$ cat src/rtl/itlb_micro_cache_if.sv
// Request/response and main-TLB matcher signals of the micro-TLB.
// The slave modport is the micro-TLB side; master is the fetch stage plus the matcher.
interface itlb_micro_cache_if;
  logic        req_valid;
  logic [31:0] req_va;
  logic        req_ready;
  logic        resp_valid;
  logic        resp_ready;
  logic [31:0] resp_pa;
  logic        resp_cached;
  logic [1:0]  resp_exc;
  logic [31:0] tlb_va;
  logic [31:0] tlb_pa;
  logic        tlb_hit;
  logic        tlb_valid;
  logic        tlb_cached;
  logic        tlb_error;

  modport slave (
    input  req_valid, req_va, resp_ready,
    input  tlb_pa, tlb_hit, tlb_valid, tlb_cached, tlb_error,
    output req_ready, resp_valid, resp_pa, resp_cached, resp_exc, tlb_va
  );

  modport master (
    output req_valid, req_va, resp_ready,
    output tlb_pa, tlb_hit, tlb_valid, tlb_cached, tlb_error,
    input  req_ready, resp_valid, resp_pa, resp_cached, resp_exc, tlb_va
  );
endinterface

$ cat src/rtl/itlb_micro_cache.sv
// Fully-associative fetch micro-TLB in front of the main-TLB registered matcher.
// Optional hit/miss counters are built only when ITLB_MICRO_PERF_CNT_EN is defined.
module itlb_micro_cache #(
  parameter int ENTRIES  = 4,
  parameter int IDX_BITS = $clog2(ENTRIES)
) (
  input  logic                  clk,
  input  logic                  rst,
  input  logic                  flush,
  itlb_micro_cache_if.slave     bus,
  output logic [31:0]           perf_hit_cnt,
  output logic [31:0]           perf_miss_cnt
);

  typedef enum logic [1:0] {
    S_IDLE  = 2'd0,
    S_CHECK = 2'd1,
    S_WAIT  = 2'd2,
    S_RESP  = 2'd3
  } state_e;

  state_e                state_q, state_d;
  logic [31:0]           va_q, va_d;
  logic [IDX_BITS-1:0]   rr_ptr_q, rr_ptr_d;
  logic [ENTRIES-1:0]    v_q, v_d;
  logic [19:0]           vpn_q [ENTRIES];
  logic [19:0]           ppn_q [ENTRIES];
  logic [ENTRIES-1:0]    c_q;
  logic [31:0]           pa_q, pa_d;
  logic                  cached_q, cached_d;
  logic [1:0]            exc_q, exc_d;

  logic                  hit_s;
  logic [IDX_BITS-1:0]   hit_idx_s;
  logic                  free_s;
  logic [IDX_BITS-1:0]   free_idx_s;
  logic                  refill_s;
  logic [IDX_BITS-1:0]   victim_s;
  logic [1:0]            walk_exc_s;

  // Matcher status to exception code; an error outranks a missing or invalid mapping.
  function automatic logic [1:0] walk_exc(input logic err, input logic hit, input logic valid);
    logic [1:0] code;
    if (err) begin
      code = 2'd1;
    end else if (!hit) begin
      code = 2'd2;
    end else if (!valid) begin
      code = 2'd3;
    end else begin
      code = 2'd0;
    end
    return code;
  endfunction

  assign walk_exc_s = walk_exc(bus.tlb_error, bus.tlb_hit, bus.tlb_valid);

  // Associative lookup of the latched VA page.
  always_comb begin
    hit_s     = 1'b0;
    hit_idx_s = '0;
    for (int i = 0; i < ENTRIES; i++) begin
      if (v_q[i] && (vpn_q[i] == va_q[31:12])) begin
        hit_s     = 1'b1;
        hit_idx_s = IDX_BITS'(i);
      end else begin
        hit_s     = hit_s;
        hit_idx_s = hit_idx_s;
      end
    end
  end

  // Lowest-index invalid slot; scanning downward lets the lowest index win.
  always_comb begin
    free_s     = 1'b0;
    free_idx_s = '0;
    for (int i = ENTRIES - 1; i >= 0; i--) begin
      if (!v_q[i]) begin
        free_s     = 1'b1;
        free_idx_s = IDX_BITS'(i);
      end else begin
        free_s     = free_s;
        free_idx_s = free_idx_s;
      end
    end
  end

  assign victim_s = free_s ? free_idx_s : rr_ptr_q;

  // Next-state and result capture; a flush in CHECK/WAIT restarts the lookup.
  always_comb begin
    state_d  = state_q;
    va_d     = va_q;
    pa_d     = pa_q;
    cached_d = cached_q;
    exc_d    = exc_q;
    refill_s = 1'b0;
    case (state_q)
      S_IDLE: begin
        if (bus.req_valid) begin
          va_d    = bus.req_va;
          state_d = S_CHECK;
        end else begin
          state_d = S_IDLE;
        end
      end
      S_CHECK: begin
        if (flush) begin
          state_d = S_CHECK;
        end else if (hit_s) begin
          pa_d     = {ppn_q[hit_idx_s], va_q[11:0]};
          cached_d = c_q[hit_idx_s];
          exc_d    = 2'd0;
          state_d  = S_RESP;
        end else begin
          state_d = S_WAIT;
        end
      end
      S_WAIT: begin
        if (flush) begin
          state_d = S_CHECK;
        end else begin
          pa_d     = bus.tlb_pa;
          cached_d = bus.tlb_cached;
          exc_d    = walk_exc_s;
          refill_s = (walk_exc_s == 2'd0);
          state_d  = S_RESP;
        end
      end
      S_RESP: begin
        if (bus.resp_ready) begin
          state_d = S_IDLE;
        end else begin
          state_d = S_RESP;
        end
      end
      default: begin
        state_d = S_IDLE;
      end
    endcase
  end

  // Valid bits and round-robin pointer; flush wins over a same-cycle refill.
  always_comb begin
    v_d      = v_q;
    rr_ptr_d = rr_ptr_q;
    if (flush) begin
      v_d = '0;
    end else if (refill_s) begin
      v_d[victim_s] = 1'b1;
      if (!free_s) begin
        rr_ptr_d = rr_ptr_q + {{(IDX_BITS-1){1'b0}}, 1'b1};
      end else begin
        rr_ptr_d = rr_ptr_q;
      end
    end else begin
      v_d = v_q;
    end
  end

  // Control and result registers with synchronous active-low reset.
  always_ff @(posedge clk) begin
    if (!rst) begin
      state_q  <= S_IDLE;
      va_q     <= 32'd0;
      rr_ptr_q <= '0;
      v_q      <= '0;
      pa_q     <= 32'd0;
      cached_q <= 1'b0;
      exc_q    <= 2'd0;
    end else begin
      state_q  <= state_d;
      va_q     <= va_d;
      rr_ptr_q <= rr_ptr_d;
      v_q      <= v_d;
      pa_q     <= pa_d;
      cached_q <= cached_d;
      exc_q    <= exc_d;
    end
  end

  // Entry payload; only meaningful where the matching v bit is set, so no reset.
  always_ff @(posedge clk) begin
    if (refill_s && !flush) begin
      vpn_q[victim_s] <= va_q[31:12];
      ppn_q[victim_s] <= bus.tlb_pa[31:12];
      c_q[victim_s]   <= bus.tlb_cached;
    end
  end

  assign bus.req_ready   = (state_q == S_IDLE);
  assign bus.resp_valid  = (state_q == S_RESP);
  assign bus.resp_pa     = pa_q;
  assign bus.resp_cached = cached_q;
  assign bus.resp_exc    = exc_q;
  assign bus.tlb_va      = va_q;

`ifdef ITLB_MICRO_PERF_CNT_EN
  logic [31:0] hit_cnt_q, hit_cnt_d;
  logic [31:0] miss_cnt_q, miss_cnt_d;

  // Counters count CHECK exits only; a flushed CHECK counts as neither.
  always_comb begin
    hit_cnt_d  = hit_cnt_q;
    miss_cnt_d = miss_cnt_q;
    if ((state_q == S_CHECK) && (state_d == S_RESP)) begin
      hit_cnt_d = hit_cnt_q + 32'd1;
    end else if ((state_q == S_CHECK) && (state_d == S_WAIT)) begin
      miss_cnt_d = miss_cnt_q + 32'd1;
    end else begin
      hit_cnt_d  = hit_cnt_q;
      miss_cnt_d = miss_cnt_q;
    end
  end

  // Counter registers, cleared by reset only.
  always_ff @(posedge clk) begin
    if (!rst) begin
      hit_cnt_q  <= 32'd0;
      miss_cnt_q <= 32'd0;
    end else begin
      hit_cnt_q  <= hit_cnt_d;
      miss_cnt_q <= miss_cnt_d;
    end
  end

  assign perf_hit_cnt  = hit_cnt_q;
  assign perf_miss_cnt = miss_cnt_q;
`else
  assign perf_hit_cnt  = 32'd0;
  assign perf_miss_cnt = 32'd0;
`endif

endmodule

$ cat src/flat_wrapper.sv
// flat-port wrapper written by rule: the top's interface ports become plain ports
module itlb_micro_cache_flat 
#(
  parameter int ENTRIES  = 4,
  parameter int IDX_BITS = $clog2(ENTRIES)
)
  (clk, rst, flush, perf_hit_cnt, perf_miss_cnt, bus_req_valid, bus_req_va, bus_resp_ready, bus_tlb_pa, bus_tlb_hit, bus_tlb_valid, bus_tlb_cached, bus_tlb_error, bus_req_ready, bus_resp_valid, bus_resp_pa, bus_resp_cached, bus_resp_exc, bus_tlb_va);
  itlb_micro_cache_if bus_i ();
  input  logic clk;
  input  logic rst;
  input  logic flush;
  output logic [31:0] perf_hit_cnt;
  output logic [31:0] perf_miss_cnt;
  input wire logic [$bits(bus_i.req_valid)-1:0] bus_req_valid;
  input wire logic [$bits(bus_i.req_va)-1:0] bus_req_va;
  input wire logic [$bits(bus_i.resp_ready)-1:0] bus_resp_ready;
  input wire logic [$bits(bus_i.tlb_pa)-1:0] bus_tlb_pa;
  input wire logic [$bits(bus_i.tlb_hit)-1:0] bus_tlb_hit;
  input wire logic [$bits(bus_i.tlb_valid)-1:0] bus_tlb_valid;
  input wire logic [$bits(bus_i.tlb_cached)-1:0] bus_tlb_cached;
  input wire logic [$bits(bus_i.tlb_error)-1:0] bus_tlb_error;
  output wire logic [$bits(bus_i.req_ready)-1:0] bus_req_ready;
  output wire logic [$bits(bus_i.resp_valid)-1:0] bus_resp_valid;
  output wire logic [$bits(bus_i.resp_pa)-1:0] bus_resp_pa;
  output wire logic [$bits(bus_i.resp_cached)-1:0] bus_resp_cached;
  output wire logic [$bits(bus_i.resp_exc)-1:0] bus_resp_exc;
  output wire logic [$bits(bus_i.tlb_va)-1:0] bus_tlb_va;
  assign bus_i.req_valid = bus_req_valid;
  assign bus_i.req_va = bus_req_va;
  assign bus_i.resp_ready = bus_resp_ready;
  assign bus_i.tlb_pa = bus_tlb_pa;
  assign bus_i.tlb_hit = bus_tlb_hit;
  assign bus_i.tlb_valid = bus_tlb_valid;
  assign bus_i.tlb_cached = bus_tlb_cached;
  assign bus_i.tlb_error = bus_tlb_error;
  assign bus_req_ready = bus_i.req_ready;
  assign bus_resp_valid = bus_i.resp_valid;
  assign bus_resp_pa = bus_i.resp_pa;
  assign bus_resp_cached = bus_i.resp_cached;
  assign bus_resp_exc = bus_i.resp_exc;
  assign bus_tlb_va = bus_i.tlb_va;
  itlb_micro_cache #(.ENTRIES(ENTRIES), .IDX_BITS(IDX_BITS)) u_core (.clk(clk), .rst(rst), .flush(flush), .bus(bus_i), .perf_hit_cnt(perf_hit_cnt), .perf_miss_cnt(perf_miss_cnt));
endmodule
$ cat config.mk
export PLATFORM = sky130hd
export DESIGN_NAME = itlb_micro_cache_flat
export DESIGN_NICKNAME = d
export VERILOG_FILES = /design/src/rtl/itlb_micro_cache_if.sv /design/src/rtl/itlb_micro_cache.sv /design/src/flat_wrapper.sv
export SDC_FILE = /design/constraint.sdc
export NUM_CORES = 1
export LEC_CHECK = 0
export BUFFER_PORTS_ARGS = -buffer_cell sky130_fd_sc_hd__buf_2
export CORE_MARGIN = 5
export CORE_UTILIZATION = 40
export DETAILED_ROUTE_END_ITERATION = 8
export MAX_ROUTING_LAYER = met4
export PLACE_DENSITY = 0.63
export SLEW_MARGIN = 20
export SYNTH_ARGS = -nofsm -noshare
export SYNTH_HDL_FRONTEND = slang
export SYNTH_SLANG_ARGS = --single-unit
export TNS_END_PERCENT = 5
$ cat constraint.sdc
create_clock -name clk -period 8.7 [get_ports clk]
set_input_delay 0.435 -clock clk [delete_from_list [all_inputs] [get_ports clk]]
set_output_delay 0.435 -clock clk [all_outputs]
set_load 0.02 [all_outputs]
==> results of run 1 <==
## registers in the layout, summed over array words and instances, names as in the netlist
name,flops
u_core.bus.resp_cached,1
u_core.bus.resp_exc,2
u_core.bus.resp_pa,32
u_core.bus.tlb_va,32
u_core.c_q,4
u_core.ppn_q,80
u_core.rr_ptr_q,2
u_core.state_q,2
u_core.v_q,4
u_core.vpn_q,80
## cell families after synthesis
logic type	after synthesis	synth area share, %
simple gates	275	13.0
buf+inv	129	8.15
compound gates	131	9.37
mux	14	1.33
flops	239	61.1
xor+xnor	83	6.99
other cells	1	0.0357
## cell usage in the layout (no fill, tap or decap), drive strengths merged, types with 26 or more instances in the layout
cell type and n:
edfxtp 164, buf 153, nand2 111, dfxtp 75, conb 64, xor2 64
a21oi 50, clkbuf 43, nor3 42, nor2 37, a311oi 26
## layer usage
layer / track usage (%) / wire length (um) / part of all wire (%)
met1: 22.4 / 11200 / 43
met2: 28.1 / 12200 / 47
met5: - / 0 / 0
met4: 5.16 / 694 / 2.7
met3: 2.88 / 1910 / 7.3
## area by class of cell
cell class | instances | area (um2) | share of cell area, %
diodes | 2 | 5.00 | 0.0420
multi-input cells | 567 | 3500 | 29.4
well taps | 335 | 419 | 3.51
clock inverters | 5 | 25.0 | 0.210
clock buffers | 43 | 746 | 6.25
inverters | 3 | 11.3 | 0.0944
repair buffers | 153 | 796 | 6.67
flip-flops and latches | 239 | 6430 | 53.9
## power by group through the flow
stage          clock [mW]  combinational, mW  sequential [mW]
2_1_floorplan           0              0.137             1.28
3_3_place_gp            0              0.180             1.28
3_5_place_dp            0              0.182             1.28
4_1_cts              1.02              0.182             1.26
5_1_grt              1.08              0.199             1.26
6_report             1.00              0.181             1.26
## final timing paths
check | startpoint | endpoint | depth (start not counted) | slack, ps
max | u_core.bus.tlb_va[26] | u_core.bus.resp_pa[13] | 7 | 5120
min reg2reg | u_core.bus.tlb_va[6] | u_core.bus.tlb_va[6] | 2 | 480
max reg2reg | u_core.bus.tlb_va[26] | u_core.bus.resp_pa[13] | 7 | 5120
min | bus_resp_ready | u_core.state_q[0] | 2 | 130
## per-stage QoR
step           instances  utilization (%)  setup slack [ps]  power, mW
3_3_place_gp        1297             42.9              5250       1.46
5_1_grt             1347             45.9              4910       2.54
4_1_cts             1345             45.9              5130       2.47
3_5_place_dp        1297             42.9              5140       1.47
2_1_floorplan        935                -              5210       1.42
6_report            1347             45.9              5120       2.44
==> flow_metrics.tcl, run 1 <==
set metrics [dict create \
    status "complete, no violations" \
    async_flop_share_pct 0 \
    maxSlewViolCount 0 \
    clk_pin_slew_ps 60 \
    maxSlewHeadroom_pct 31.0 \
    dpl_cell_area_mm2 0.0112 \
    vias_per_cell 5.13 \
    setup_violations 0 \
    cts_sinks 239 \
    finalCritPeriodShare_pct 41.2 \
    final_hold_viol_count 0 \
    critPathRequiredTime_ps 9120 \
    numCtsBuffers 26 \
    netlist_area_mm2 0.0105 \
    path_buf_inv 0 \
    vias 6914 \
    worstSetupEndpointType "flop" \
    wl_per_cell_um 19.3 \
    hp-class "in2reg" \
    layout.nets 1063 \
    synth_cell_type_count 52 \
    die-area_mm2 0.0296 \
    synth_top_area_share_pct 46.8 \
    ys_ff_latch 239 \
    max-vdd-ir-drop_v 0.000129 \
    synthCells 872 \
    holdBufCountCts 0 \
    ys_seq_area_share_pct 61.1 \
    worstPathArrival_ps 4000 \
    p_sw_mw 0.575 \
    final.setup.tns_ps 0 \
    die_width_um 172 \
    leakage_nw 4.57 \
    rsz0062_at_grt "false" \
    critPathSlowestCell "and2_1" \
    hpwlAfterDp_um 17600 \
    drc 0 \
    drt_iter0_markers 495 \
    p_seq_share_pct 51.5 \
    powerDensity_mw_per_mm2 205 \
    critical-path-max-stage-delay_ps 820 \
    final_antenna_net_count 0 \
    antenna_found_initial 2 \
    avgSynthCellArea_um2 12.1 \
    num-fill-cells 2375 \
    max_freq_mhz 279 \
    io_buffers 141 \
    finalWirelength_um 26000 \
    criticalPathCategory "reg2reg" \
    clockBufferDepth 3 \
    post-cts-setup-buffer-count 0 \
    synthTopCellsByArea "edfxtp_1 47%, dfxtp_1 14%, xor2_1 5.2%" \
    cts_resized 0 \
    pwr-share-clk_pct 41.1 \
    crit_top_cell "and2_1" \
    max-cap-violations 0 \
    p_comb_share_pct 7.4 \
    internal_power_mw 1.87 \
    clock_skew_ps 14.5 \
    syn2layout_area_growth_pct 13.5 \
    ys.warnings.count 0 \
    cp_max_fo 32 \
    cts-htree-levels 1 \
    grt_overflow 0 \
    worst_pin_slew_ps 1040 \
    switching_share_pct 23.5 \
    grt_pass1_vias 6682 \
    synth_flop_cell "edfxtp_1" \
    core_mm2 0.0260 \
    gp_congestion 0.870 \
    synth_most_common_cell "edfxtp_1" \
    finish.instance_area_mm2 0.0119 \
    clk_latency_ps 520 \
    path_cells "xor2_1, nor4_1, and2_1, and2_1, o31a_2, nor3_1, a311oi_2" \
    grt.total_usage_pct 17.3 \
    period_needed_ps 3580 \
    io_pins 206 \
    row_count 59 \
    synth_top_cell_by_area "edfxtp_1" \
    grt_max_degree 38 \
    fin_hold_ws_ps 134 \
    dr.pass1.iters 5 \
    grt_pass1_wl_um 38700 \
    root_buffer "clkbuf_16" \
    start_kind "flop" \
    die_y_um 172 \
    cts_tree "built" \
    synth_edf_count 164 \
    critical-path-top-delay-family "simple AND/OR/NAND/NOR gates" \
    drive_gt1_share_pct 21.3 \
    start_util_pct 40.5 \
    yosys-top-cells-count "164 x edfxtp_1, 111 x nand2_1, 75 x dfxtp_1" \
]
Note: power is estimated with default switching activity, not from simulation.
==> inputs of run 2 (changes only) <==
--- a/config.mk
+++ b/config.mk
@@ -5,12 +5,13 @@
 export SDC_FILE = /design/constraint.sdc
 export NUM_CORES = 1
 export LEC_CHECK = 0
+export ABC_AREA = 1
 export BUFFER_PORTS_ARGS = -buffer_cell sky130_fd_sc_hd__buf_2
 export CORE_MARGIN = 5
 export CORE_UTILIZATION = 40
 export DETAILED_ROUTE_END_ITERATION = 8
 export MAX_ROUTING_LAYER = met4
-export PLACE_DENSITY = 0.63
+export PLACE_DENSITY = 0.65
 export SLEW_MARGIN = 20
 export SYNTH_ARGS = -nofsm -noshare
 export SYNTH_HDL_FRONTEND = slang
==> constraint.sdc (replaced) <==
create_clock -name clk -period 3.1 [get_ports clk]
set_input_delay 0.155 -clock clk [delete_from_list [all_inputs] [get_ports clk]]
set_output_delay 0.155 -clock clk [all_outputs]
set_load 0.02 [all_outputs]
==> run 2 against run 1 <==
Against the previous run: sequential share of layout area decreased by 5.3 points; clock-buffer cell count decreased by 10; non-clock buffer count increased by 76; utilization increased by 3.5 points; worst setup slack got worse by 4700 ps; sequential cell count unchanged; worst hold slack got worse by 120 ps; die area increased by 3.0%; sequential power increased to 2.8 times the previous value; register-to-register slack got worse by 4700 ps; via count increased by 24%; critical path type unchanged; critical endpoint is now u_core.bus.resp_pa[15]; largest power group unchanged.
==> flow_metrics.tcl, run 2 <==
set metrics [dict create \
    io_buffers 141 \
    drive_gt1_share_pct 16.7 \
    finalCritPeriodShare_pct 87.3 \
    final.setup.tns_ps 0 \
    worstPathArrival_ps 3140 \
    final_cell_mix "302 x nand2_1, 164 x edfxtp_1, 141 x buf_2, 137 x inv_1, 126 x nor2_1" \
    cts-htree-levels 1 \
    critical-path-max-stage-delay_ps 550 \
    cts_tree "built" \
    top_regs "u_core.ppn_q: 80 flops, u_core.vpn_q: 80 flops" \
    avgSynthCellArea_um2 9.03 \
    worstSetupEndpointType "flop" \
    dr.pass1.iters 6 \
    setup_violations 0 \
    core_mm2 0.0268 \
    min_from "bus_tlb_pa[11]" \
    synth_top_cell_by_area "edfxtp_1" \
    antenna_found_initial 1 \
    hp-class "in2reg" \
    grt_overflow 0 \
    root_buffer "clkbuf_16" \
    wl_per_cell_um 16.4 \
    grt.total_usage_pct 18.8 \
    rr_startpoint "u_core.bus.tlb_va[25]" \
    ys_seq_area_share_pct 59.2 \
    maxSlewHeadroom_pct 43.8 \
    critPathSlowestCell "dfxtp_1" \
    die-area_mm2 0.0305 \
    synth_cell_type_count 33 \
    numCtsBuffers 25 \
    max-vdd-ir-drop_v 0.000349 \
    grt_pass1_vias 8175 \
    period_needed_ps 2700 \
    clock_skew_ps 9.04 \
    die_y_um 175 \
    post-cts-setup-buffer-count 0 \
    crit_path_start "u_core.bus.tlb_va[25]" \
    synthCells 1201 \
    die_width_um 175 \
    clk_pin_slew_ps 60 \
    ys.warnings.count 0 \
    fin_hold_ws_ps 9.69 \
    finish.instance_area_mm2 0.0132 \
    finalWirelength_um 29000 \
    powerDensity_mw_per_mm2 546 \
    cts_resized 0 \
    max_freq_mhz 370 \
    hpwlAfterDp_um 19700 \
    clk_latency_ps 510 \
    synth_edf_count 164 \
    final_antenna_net_count 0 \
    yosys-top-cells-count "303 x nand2_1, 164 x edfxtp_1, 137 x inv_1" \
    drc 0 \
    drt_iter0_markers 634 \
    max-cap-violations 0 \
    grt_max_degree 49 \
    status "complete, no violations" \
    clockBufferDepth 3 \
    critPathRequiredTime_ps 3530 \
    leakage_nw 5.87 \
    synth_flop_cell "edfxtp_1" \
    start_util_pct 40.5 \
    start_kind "flop" \
    ys_ff_latch 239 \
    crit_top_cell "nor2_1" \
    criticalPathCategory "reg2reg" \
    final_hold_viol_count 0 \
    rsz0062_at_grt "false" \
    path_buf_inv 2 \
    row_count 60 \
    synthTopCellsByArea "edfxtp_1 45%, dfxtp_1 14%, nand2_1 10%" \
    vias 8560 \
    netlist_area_mm2 0.0108 \
    cts_sinks 239 \
    holdBufCountCts 59 \
    grt_pass1_wl_um 44900 \
    maxSlewViolCount 0 \
    critical-path-top-delay-family "simple AND/OR/NAND/NOR gates" \
    final_common_cell "nand2_1" \
    layout.nets 1488 \
    syn2layout_area_growth_pct 22.1 \
    num-fill-cells 2416 \
    async_flop_share_pct 0 \
    cp_max_fo 29 \
    path_cells "inv_1, nor2_1, nor2_1, nand3_1, nor2_1, nand3_1, nand2_4, o21ai_2, nand2_4, inv_2, nand2_1, a21oi_1" \
    utilization_pct 49.4 \
    synth_top_area_share_pct 45.4 \
    worst_pin_slew_ps 842 \
    vias_per_cell 4.82 \
    dpl_cell_area_mm2 0.0118 \
    gp_congestion 0.891 \
    synth_most_common_cell "nand2_1" \
    io_pins 206 \
]
-- run 2: changes by cell type after synthesis, sizes merged, moves of 37 or more --
cell	change
nor2	+97
inv	+145
nor3	-37
nand2	+196
o21ai	+83
xor2	-62
-- run 2: through the flow --
stage	power, mW	cells	setup WS [ps]
floorplan	4.04	1264	-477
global placement	4.24	1670	468
detailed placement	4.24	1670	419
CTS	7.26	1774	420
global route	7.48	1775	98.8
finish	7.23	1775	395
-- run 2: layer usage --
layer	GRT usage (%)	routed length (um)
met1	24.7	12700
met2	30.5	13500
met3	3.31	2220
met4	4.68	597
met5	-	0
-- run 2: path summary, 6_finish.rpt --
kind                                  to  slack [ps]  cells after the start
hold / removal    u_core.bus.resp_pa[11]          10                      5
setup reg to reg  u_core.bus.resp_pa[15]         400                     12
setup / recovery  u_core.bus.resp_pa[15]         400                     12
hold reg to reg   u_core.bus.resp_pa[17]         460                      2
-- run 2: layout make-up --
type	instances	area (um2)	share of cell area [%]
Clock buffer	33	706	5.33
Inverter	148	556	4.20
Sequential cell	239	6430	48.5
Timing Repair Buffer	229	1540	11.6
Clock inverter	12	119	0.898
Multi-Input combinational cell	772	3470	26.2
Tap cell	341	427	3.22
Antenna cell	1	2.50	0.0189
-- run 2: where the power goes --
part / internal, mW / switching (mW)
registers: 3.48 / 0.0760
clock network: 1.76 / 1.22
logic: 0.225 / 0.465
total: 5.46 / 1.76
-- run 2: cell families (layout without fill, tap and decap cells) --
family	Yosys count	in the layout	share of synthesized area, %
simple gates	504	504	19.3
buf+inv	253	422	11.3
flops	239	239	59.2
compound gates	190	190	9.04
xor+xnor	14	14	1.13
other cells	1	65	0.0346
-- run 2: worst reg2reg max path, delay by kind of cell (launching register included) --
kind,cells,cell delay [ps]
compound gates,2,370
buf+inv,2,760
flops,1,550
simple gates,8,960
==> inputs of run 3 (changes only) <==
==> constraint.sdc (replaced) <==
create_clock -name clk -period 2.29 [get_ports clk]
set_input_delay 0.1145 -clock clk [delete_from_list [all_inputs] [get_ports clk]]
set_output_delay 0.1145 -clock clk [all_outputs]
set_load 0.02 [all_outputs]
==> run 3 against run 2 <==
Against the previous run: sequential power grew 35%; die area is the same; register-to-register slack lost 230 ps; clock power grew 31%; design area grew 2.5%; first-iteration DRC count grew 12%; largest cell class unchanged; largest power group unchanged.
==> flow_metrics.tcl, run 3 (synthesis gave the netlist of run 2 again) <==
set metrics [dict create \
    status "complete, no violations" \
    grt_pass1_wl_um 45600 \
    final.setup.tns_ps 0 \
    cts_tree "built" \
    drt_iter0_markers 709 \
    final_antenna_net_count 0 \
    antenna_cells 0 \
    dpl_cell_area_mm2 0.0121 \
    core_mm2 0.0268 \
    final_cell_mix "302 x nand2_1, 164 x edfxtp_1, 141 x buf_2, 132 x inv_1, 122 x nor2_1" \
    die-area_mm2 0.0305 \
    clockBufferDepth 3 \
    io_buffers 141 \
    criticalPathCategory "reg2reg" \
    grt_overflow 0 \
    rr_startpoint "u_core.bus.tlb_va[16]" \
    clk_pin_slew_ps 60 \
    root_buffer "clkbuf_16" \
    finalWirelength_um 29100 \
    worstSetupEndpointType "flop" \
    max_freq_mhz 470 \
    final_common_cell "nand2_1" \
    top_regs "u_core.ppn_q: 80 flops, u_core.vpn_q: 80 flops" \
    vias_per_cell 4.84 \
    crit_path_start "u_core.bus.tlb_va[16]" \
    rsz0062_at_grt "true" \
    finish.instance_area_mm2 0.0136 \
    clock_skew_ps 8.28 \
    maxSlewViolCount 0 \
    critPathRequiredTime_ps 2730 \
    layout.nets 1517 \
    hpwlAfterDp_um 19500 \
    dr.pass1.iters 5 \
    layoutNonFillerInstCount 1803 \
    die_width_um 175 \
    start_kind "flop" \
    syn2layout_area_growth_pct 25.1 \
    clk_latency_ps 510 \
    grt_pass1_vias 8426 \
    final_hold_viol_count 0 \
    numCtsBuffers 25 \
    wl_per_cell_um 16.1 \
    leakage_nw 6.04 \
    drc 0 \
    dp_cells 1693 \
    vias 8725 \
    cts_sinks 239 \
    setup_violations 0 \
    start_util_pct 40.5 \
    powerDensity_mw_per_mm2 717 \
    antenna_found_initial 0 \
    die_y_um 175 \
    grt.total_usage_pct 19.0 \
    drive_gt1_share_pct 18.8 \
    cp_max_fo 18 \
    maxSlewHeadroom_pct 45.7 \
    worstPathArrival_ps 2570 \
    max-cap-violations 0 \
    max-vdd-ir-drop_v 0.000473 \
    io_pins 206 \
    period_needed_ps 2130 \
    grt_max_degree 49 \
    hp-class "in2reg" \
    finalPower_mw 9.73 \
    min_from "bus_tlb_pa[1]" \
    gp_congestion 0.871 \
    cts-htree-levels 1 \
    row_count 60 \
    worst_pin_slew_ps 814 \
    finalCritPeriodShare_pct 92.9 \
]
run 3: cell count changes in the layout (fill, tap and decap cells not counted), moves of 5 or more:
cell	delta
buf_4	+15
dfxtp_1	-6
dfxtp_2	+5
dlygate4sd3_1	+6
buf_12	+5
inv_1	-5
run 3: final timing paths:
path	end	cells after the start	slack, ps
max	u_core.bus.resp_pa[27]	13	160
min	u_core.bus.resp_pa[1]	5	20
max reg2reg	u_core.bus.resp_pa[27]	13	160
min reg2reg	u_core.bus.resp_pa[21]	2	460
run 3: critical path: stages (launching register included):
cell     delay, ps
dfxtp_1        350
buf_4          190
nand2_1         80
nand2_1         50
nor2_1         160
nand2_1        120
nor2_4         140
nand3_4        120
nand2_4        120
o21ai_2        100
nand2_4        120
buf_4          240
o21ai_0        120
a21oi_1        150
run 3: power breakdown:
group	switching (mW)	internal [mW]	leakage, nW
Combinational	0.670	0.355	3.54
Clock	1.62	2.31	0.400
Sequential	0.0744	4.71	2.10
run 3: per-layer routing:
metal,up-vias,global-route usage (%),routed length [um]
li1,4264,-,-
met1,4038,25.0,12500
met2,385,31.6,13900
met3,38,2.23,2170
met4,0,4.75,548
met5,-,-,0
run 3: stage by stage:
stage | hold slack (ps) | worst slack (ps) | utilization [%]
6_report | 18.4 | 162 | 50.6
5_1_grt | 27.8 | -10.3 | 50.6
4_1_cts | 6.78 | 61.9 | 50.5
3_5_place_dp | 356 | -43.6 | 45.1
3_3_place_gp | 355 | -29.1 | 45.1
2_1_floorplan | 213 | 11.3 | -
run 3: repair_timing:
action | 4_1_cts | 5_1_grt
hold buffers | 65 | 0
pin swaps | 0 | 2
endpoints found under the setup margin | 21 | 25
cloned | 0 | 0
gates resized for setup | 2 | 18
buffers inserted | 0 | 0
hold endpoints to repair | 132 | 0
run 3: final cells by class:
| cell class | count | area [um2] |
|---|---|---|
| Clock inverter | 11 | 76.3 |
| Clock buffer | 34 | 721 |
| Multi-Input combinational cell | 772 | 3500 |
| Fill cell | 2390 | 13200 |
| Tap cell | 341 | 427 |
| Timing Repair Buffer | 258 | 1850 |
| Sequential cell | 239 | 6440 |
| Inverter | 148 | 561 |
